--- config.mk ---
export PLATFORM = sky130hd
export DESIGN_NAME = conv_window_gen
export DESIGN_NICKNAME = d
export VERILOG_FILES = /design/src/rtl/conv_window_gen.sv
export SDC_FILE = /design/constraint.sdc
export NUM_CORES = 1
export LEC_CHECK = 0
export ABC_AREA = 1
export BUFFER_PORTS_ARGS = -buffer_cell sky130_fd_sc_hd__buf_2
export CORE_MARGIN = 4
export CORE_UTILIZATION = 40
export DETAILED_ROUTE_END_ITERATION = 10
export GPL_TIMING_DRIVEN = 0
export PLACE_DENSITY = 0.64
export SLEW_MARGIN = 10
export SYNTH_ARGS = -nofsm -noshare
export SYNTH_HDL_FRONTEND = slang
export SYNTH_SLANG_ARGS = --single-unit
--- constraint.sdc ---
create_clock -name clk -period 3.9 [get_ports clk]
set_input_delay 0 -clock clk [delete_from_list [all_inputs] [get_ports clk]]
set_output_delay 0 -clock clk [all_outputs]
set_load 0.01 [all_outputs]
--- src/rtl/conv_window_gen.sv ---
// conv_window_gen
//   Turns a raster-order pixel stream into one 3x3 neighbourhood window per
//   pixel position. The window is centred on the pixel, and borders are
//   extended by zero padding or by replication.
//
//   Datapath:
//     - Two line buffers hold the previous two rows.
//     - A two-column register holds the left and centre columns.
//     - The freshly assembled right column is combined with that register.
//     - The combined 3x3 is edge-masked and then registered into m_data.
//
// Ports
//   clk, rst      clock, synchronous active-high reset
//   s_valid/s_ready/s_data/s_sof   input pixel stream
//   m_valid/m_ready/m_data         output window stream. Slice
//                                  (3*i+j)*DATA_W holds pixel (r-1+i, c-1+j).
//   m_sof/m_eol/m_eof              window centred at (0,0) / last column /
//                                  last pixel
//   m_err         one-cycle pulse when s_sof arrives at a nonzero position
//   dbg_state     current FSM state (FILL=0, RUN=1, DRAIN=2)
//
// Handshake: a beat moves on a channel when valid && ready at a rising edge.
//   - Once m_valid is raised, m_data and the flags stay stable until m_ready.
//   - m_valid never depends combinationally on m_ready.
//   - s_ready is low in DRAIN, and elsewhere low only while a window is stalled.

package cfg_pkg;
  localparam string EXTEND_STRATEGY = "ZERO_PAD";
endpackage

module conv_window_gen #(
  parameter int    DATA_W = 8,
  parameter int    IMG_W  = 16,
  parameter int    IMG_H  = 16,
  parameter string EXTEND = cfg_pkg::EXTEND_STRATEGY
) (
  input  logic                  clk,
  input  logic                  rst,
  input  logic                  s_valid,
  output logic                  s_ready,
  input  logic [DATA_W-1:0]     s_data,
  input  logic                  s_sof,
  output logic                  m_valid,
  input  logic                  m_ready,
  output logic [9*DATA_W-1:0]   m_data,
  output logic                  m_sof,
  output logic                  m_eol,
  output logic                  m_eof,
  output logic                  m_err,
  output logic [1:0]            dbg_state
);

  localparam int CW = (IMG_W > 1) ? $clog2(IMG_W) : 1;
  localparam int RW = (IMG_H > 1) ? $clog2(IMG_H) : 1;
  localparam logic [CW-1:0] C_LAST = CW'(IMG_W - 1);
  localparam logic [RW-1:0] R_LAST = RW'(IMG_H - 1);
  localparam bit REPL = (EXTEND == "REPLICATE");

  typedef enum logic [1:0] {FILL = 2'd0, RUN = 2'd1, DRAIN = 2'd2} state_t;
  state_t state, state_nxt;

  logic [CW-1:0] in_c, out_c, rd_col;
  logic [RW-1:0] in_r, out_r;

  // Line buffers: lb_a holds row r-1, lb_b holds row r-2 at each column.
  logic [DATA_W-1:0] lb_a [IMG_W];
  logic [DATA_W-1:0] lb_b [IMG_W];

  // Columns indexed [row]: 0 = top, 1 = middle, 2 = bottom.
  logic [2:0][DATA_W-1:0] col_l, col_c, col_n;
  logic [2:0][2:0][DATA_W-1:0] raw, cf, fin;
  logic [9*DATA_W-1:0] win;

  logic accept, in_first, in_last, at_start, sof_err;
  logic drain_emit, produce, shift;
  logic left_oob, right_oob, top_oob, bot_oob;

  assign s_ready   = (state != DRAIN) && (!m_valid || m_ready || state == FILL);
  assign dbg_state = state;

  always_comb begin
    accept   = s_valid && s_ready;
    in_first = (in_r == '0) && (in_c == '0);
    in_last  = (in_r == R_LAST) && (in_c == C_LAST);
    at_start = (in_r == RW'(1)) && (in_c == CW'(1));
    sof_err  = accept && s_sof && !in_first;
    // Draining stops once the eof window is loaded; that window then waits for m_ready.
    drain_emit = (state == DRAIN) && (!m_valid || m_ready) && !(m_valid && m_eof);
    produce  = (accept && !sof_err && (state == RUN || (state == FILL && at_start)))
               || drain_emit;
    shift    = accept || drain_emit;
    // DRAIN feeds virtual pixels. Their column follows the output position.
    // Their bottom row is garbage, but it only reaches masked window cells.
    if (state == DRAIN)
      rd_col = (out_c == C_LAST) ? '0 : out_c + 1'b1;
    else if (sof_err)
      rd_col = '0;
    else
      rd_col = in_c;
    col_n = {s_data, lb_a[rd_col], lb_b[rd_col]};
  end

  always_comb begin
    state_nxt = state;
    case (state)
      FILL: begin
        if (sof_err)                 state_nxt = FILL;
        else if (accept && in_last)  state_nxt = DRAIN;
        else if (accept && at_start) state_nxt = RUN;
      end
      RUN: begin
        if (sof_err)                 state_nxt = FILL;
        else if (accept && in_last)  state_nxt = DRAIN;
      end
      DRAIN: begin
        if (m_valid && m_ready && m_eof) state_nxt = FILL;
      end
      default: state_nxt = FILL;
    endcase
  end

  // Window assembly.
  // Columns are fixed first, then rows, so corners take the centre pixel under replication.
  // Masking also hides the previous row's wrap column and unreset line-buffer contents.
  always_comb begin
    raw = '0;
    cf  = '0;
    fin = '0;
    left_oob  = (out_c == '0);
    right_oob = (out_c == C_LAST);
    top_oob   = (out_r == '0);
    bot_oob   = (out_r == R_LAST);
    for (int i = 0; i < 3; i++) begin
      raw[i][0] = col_l[i];
      raw[i][1] = col_c[i];
      raw[i][2] = col_n[i];
    end
    for (int i = 0; i < 3; i++) begin
      cf[i][0] = left_oob  ? (REPL ? raw[i][1] : '0) : raw[i][0];
      cf[i][1] = raw[i][1];
      cf[i][2] = right_oob ? (REPL ? raw[i][1] : '0) : raw[i][2];
    end
    for (int j = 0; j < 3; j++) begin
      fin[0][j] = top_oob ? (REPL ? cf[1][j] : '0) : cf[0][j];
      fin[1][j] = cf[1][j];
      fin[2][j] = bot_oob ? (REPL ? cf[1][j] : '0) : cf[2][j];
    end
    // The packed [i][j] layout already places pixel (i,j) at slice 3*i+j.
    win = fin;
  end

  always_ff @(posedge clk) begin
    if (rst) state <= FILL;
    else     state <= state_nxt;
  end

  // Line buffers are plain RAM with no reset.
  always_ff @(posedge clk) begin
    if (accept) begin
      lb_a[rd_col] <= s_data;
      lb_b[rd_col] <= lb_a[rd_col];
    end
  end

  always_ff @(posedge clk) begin
    if (rst) begin
      in_r    <= '0;
      in_c    <= '0;
      out_r   <= '0;
      out_c   <= '0;
      col_l   <= '0;
      col_c   <= '0;
      m_valid <= 1'b0;
      m_data  <= '0;
      m_sof   <= 1'b0;
      m_eol   <= 1'b0;
      m_eof   <= 1'b0;
      m_err   <= 1'b0;
    end else begin
      m_err <= sof_err;
      if (accept) begin
        if (sof_err) begin
          // The offending pixel becomes p=0 of a new frame.
          in_r <= '0;
          in_c <= CW'(1);
        end else if (in_c == C_LAST) begin
          in_c <= '0;
          in_r <= (in_r == R_LAST) ? '0 : in_r + 1'b1;
        end else begin
          in_c <= in_c + 1'b1;
        end
      end
      if (shift) begin
        col_l <= col_c;
        col_c <= col_n;
      end
      if (sof_err) begin
        out_r   <= '0;
        out_c   <= '0;
        m_valid <= 1'b0;
      end else if (produce) begin
        m_valid <= 1'b1;
        m_data  <= win;
        m_sof   <= (out_r == '0) && (out_c == '0);
        m_eol   <= (out_c == C_LAST);
        m_eof   <= (out_r == R_LAST) && (out_c == C_LAST);
        if (out_c == C_LAST) begin
          out_c <= '0;
          out_r <= (out_r == R_LAST) ? '0 : out_r + 1'b1;
        end else begin
          out_c <= out_c + 1'b1;
        end
      end else if (m_ready) begin
        m_valid <= 1'b0;
      end
    end
  end

endmodule

==> impl_metrics.yaml <==
outcome:
  status: "finished clean"
die:
  dieArea_sq_um: 44940
  die_x_um: 212.0
  core.rowCount: 74
  start_util_pct: 40.58
  boundaryPins: 93
  die_h_um: 212.0
  core_sq_um: 41020
yosys:
  muxShareOfSynthArea_pct: 0
  yosys.area.top_type: "edfxtp_1"
  syn-num-nets: 1817
  synth-edff-count: 256
  yosys.area.top_type_share_pct: 46.18
  syn_area_sq_um: 16650
  async_flop_share_pct: 0
  synth-seq-area-share_pct: 63.38
  ys.warnings.count: 0
  synth_top_family_by_area: "simple AND/OR/NAND/NOR gates"
  synthSimpleGateAreaFrac_pct: 24.69
  synthFlopType: "edfxtp_1"
  syn_avg_cell_area_sq_um: 9.279
  synth_area_leaders: "edfxtp_1, dfxtp_1, nand2_1"
  synth_compound_area_share_pct: 6.066
  syn_inst: 1794
  synth-adder-area-share_pct: 0.7517
  synth_cell_type_count: 31
  synth_seq_cells: 399
  synth_xor_area_share_pct: 0.05262
routing:
  vias_per_cell: 5.153
  routedWlPerCell_um: 18.32
  vias: 12969
  drt_iter0_drc: 1347
  drcViolationCount: 0
  firstDrtPassIters: 5
  drt-total-wl_um: 46100
  ant_nets: 0
timing:
  finalCritPeriodShare_pct: 93.60
  relSlewSlack_pct: 32.35
  setup_ws_ns: 0.2495
  setup-violations-final: 0
  period_needed_ns: 3.650
  final_max_slew_viol_count: 0
  worstMarginPinSlew_ns: 1.014
  hold_viol: 0
  finClkSkew_ns: 0.01535
  rsz0062_at_grt: "no"
  timing.fmax_mhz: 273.9
placed_design:
  gp_congestion: 0.9161
  placed_area_sq_um: 17990
  port_buffers: 91
  post-place-ws_ns: 0.3716
  hpwl_um: 32240
  post-place-cells: 2430
global_routing:
  met2_usage_pct: 33.09
  grt_pass1_wl_um: 70350
  grtUsageMet1_pct: 28.03
  first_global_vias: 12558
  gr-total-overflow: 0
  grt_start_max_net_pins: 19
  grt_usage_pct: 20.10
  antenna_found_initial: 1
  use_met3_pct: 3.172
  grt_busiest_layer: "met2"
power:
  powerDensity_nw_per_um2: 494.3
  p_leak_uw: 0.008217
  ir_worst_vdd_mv: 0.3971
  p_total_uw: 9671
min_path:
  hp-start: "s_sof"
  hold_path_end: "m_err"
  worstHoldPathType: "input pin to flop"
  hold_depth: 5
clock_tree:
  clockBufferDepth: 3
  cts-resized-gates: 0
  cts_made_buffers: 42
  clk_latency_ns: 0.54
  clk_transition_reported_paths_ns: 0.06
  htree_num_levels: 2
  clock-sinks: 399
  ctsRootBufferMaster: "clkbuf_16"
  cts_tree: "done"
setup_path:
  end_kind: "flop"
  start_kind: "flop"
  rrSetupSlack_ns: 0.25
  setup.worst_path.class: "flop to flop"
  worstRegToRegCells: 18
  cp.required_ns: 4.06
  rr_endpoint: "lb_b[6][1]"
  r2r_start: "in_c[0]"
  crit_fanout: 16
  crit_arrival_ns: 3.81
layout:
  stdcell_count: 2517
  diodes: 0
  utilization_pct: 47.70
  nets: 1975
  area_growth_pct: 17.53
  drive_gt1_share_pct: 12.39
  final_area_sq_um: 19560
flow_run:
  cap_violations: 0
-- cells by family after synthesis --
family | count (synthesis)
flops | 399
buf+inv | 209
compound gates | 190
xor+xnor | 1
fa+ha+maj | 10
simple gates | 985
-- metal layers --
layer | part of all wire (%) | vias to the layer above
li1 | - | 6230
met1 | 44 | 6198
met2 | 47 | 462
met3 | 7.5 | 79
met4 | 2.2 | 0
met5 | 0 | -
-- registers in the layout, indices dropped and copies added, names as in the netlist --
name / flops
cf: 24
col_l: 24
dbg_state: 2
in_c: 4
in_r: 4
lb_a: 128
lb_b: 128
m_data: 72
m_eof: 1
m_eol: 1
m_err: 1
m_sof: 1
m_valid: 1
out_c: 4
out_r: 4
-- layout make-up --
cell class                 count  area (sq um)
inverter                     106         397.9
tap                          532         665.6
multi-input combinational   1186          5294
fill                        3842         21450
buffer                       103         444.2
sequential                   399         10550
clock inverter                19         246.5
clock buffer                  58          1226
timing repair buffer         114         739.5
-- layout by cell type (no fill, tap or decap), types with 2 or more instances in the layout --
cell type      instances
dfxtp_1              143
o21ai_1               17
o21ai_0               71
nand4_1                5
nor2_1               131
clkinv_4               2
buf_2                137
o22ai_2                2
nor2_2                20
edfxtp_1             256
inv_2                  4
clkinv_1               6
ha_1                  10
nand2_1              643
a211oi_1               5
a21oi_1               89
clkbuf_8               5
nand3b_1              49
clkbuf_1              58
clkbuf_16             45
buf_1                  6
inv_1                101
buf_8                 10
buf_6                  3
clkinv_2               6
dlygate4sd3_1         10
bufinv_16              6
nand3_1              133
-- what timing repair did --
item	in CTS	in global routing
endpoints found under the hold margin	150	0
setup buffers	0	0
hold buffers	10	0
-- worst max path at each step --
stage	end	cells past startpoint	slack (ns)	start
5_1_grt	lb_b[13][1]	18	0.06	in_c[0]
2_1_floorplan	lb_a[0][0]	12	0.93	in_c[0]
3_5_place_dp	lb_b[12][4]	9	0.37	out_c[1]
3_3_place_gp	lb_b[7][0]	10	-0.04	out_c[0]
4_1_cts	lb_a[12][6]	9	0.37	out_c[1]
6_report	lb_b[6][1]	18	0.25	in_c[0]
-- power by group --
part           leakage, uW  switching, uW  internal, uW
logic              0.00401            605           199
registers          0.00348           45.4          4620
clock network     0.000727           1610          2590
-- cells in the mapped netlist, types with 4 or more instances --
master    count
inv_1       101
nor2_2        4
dfxtp_1     143
nand4_1       5
a21oi_1      89
nor2_1      147
buf_2        46
nand2_1     643
nand3_1     133
o21ai_0      71
inv_2         4
clkbuf_1     51
a211oi_1      5
nand3b_1     49
ha_1         10
edfxtp_1    256
o21ai_1      17
buf_1         6
-- stage by stage --
stage	hold slack, ns	setup TNS [ns]
2_1_floorplan	0.09887	0
3_3_place_gp	0.3962	-1.973
3_5_place_dp	0.3970	0
4_1_cts	0.04929	0
5_1_grt	0.1120	0
6_report	0.08181	0
-- critical path, stage by stage (launching register included) --
cell and delay, ns:
dfxtp_1 0.44, inv_1 0.09, ha_1 0.21, nand2_1 0.06, inv_1 0.03, nand3_1 0.05, nand2_1 0.17, o21bai_4 0.33
nand2_1 0.11, buf_2 0.21, clkbuf_1 0.25, nand2_1 0.12, nand2_1 0.06, nand2_1 0.06, nand2_1 0.09, nand2_1 0.07
nand2_1 0.10, nor2_1 0.37, inv_1 0.43
Note: power is estimated with default switching activity, not from simulation.
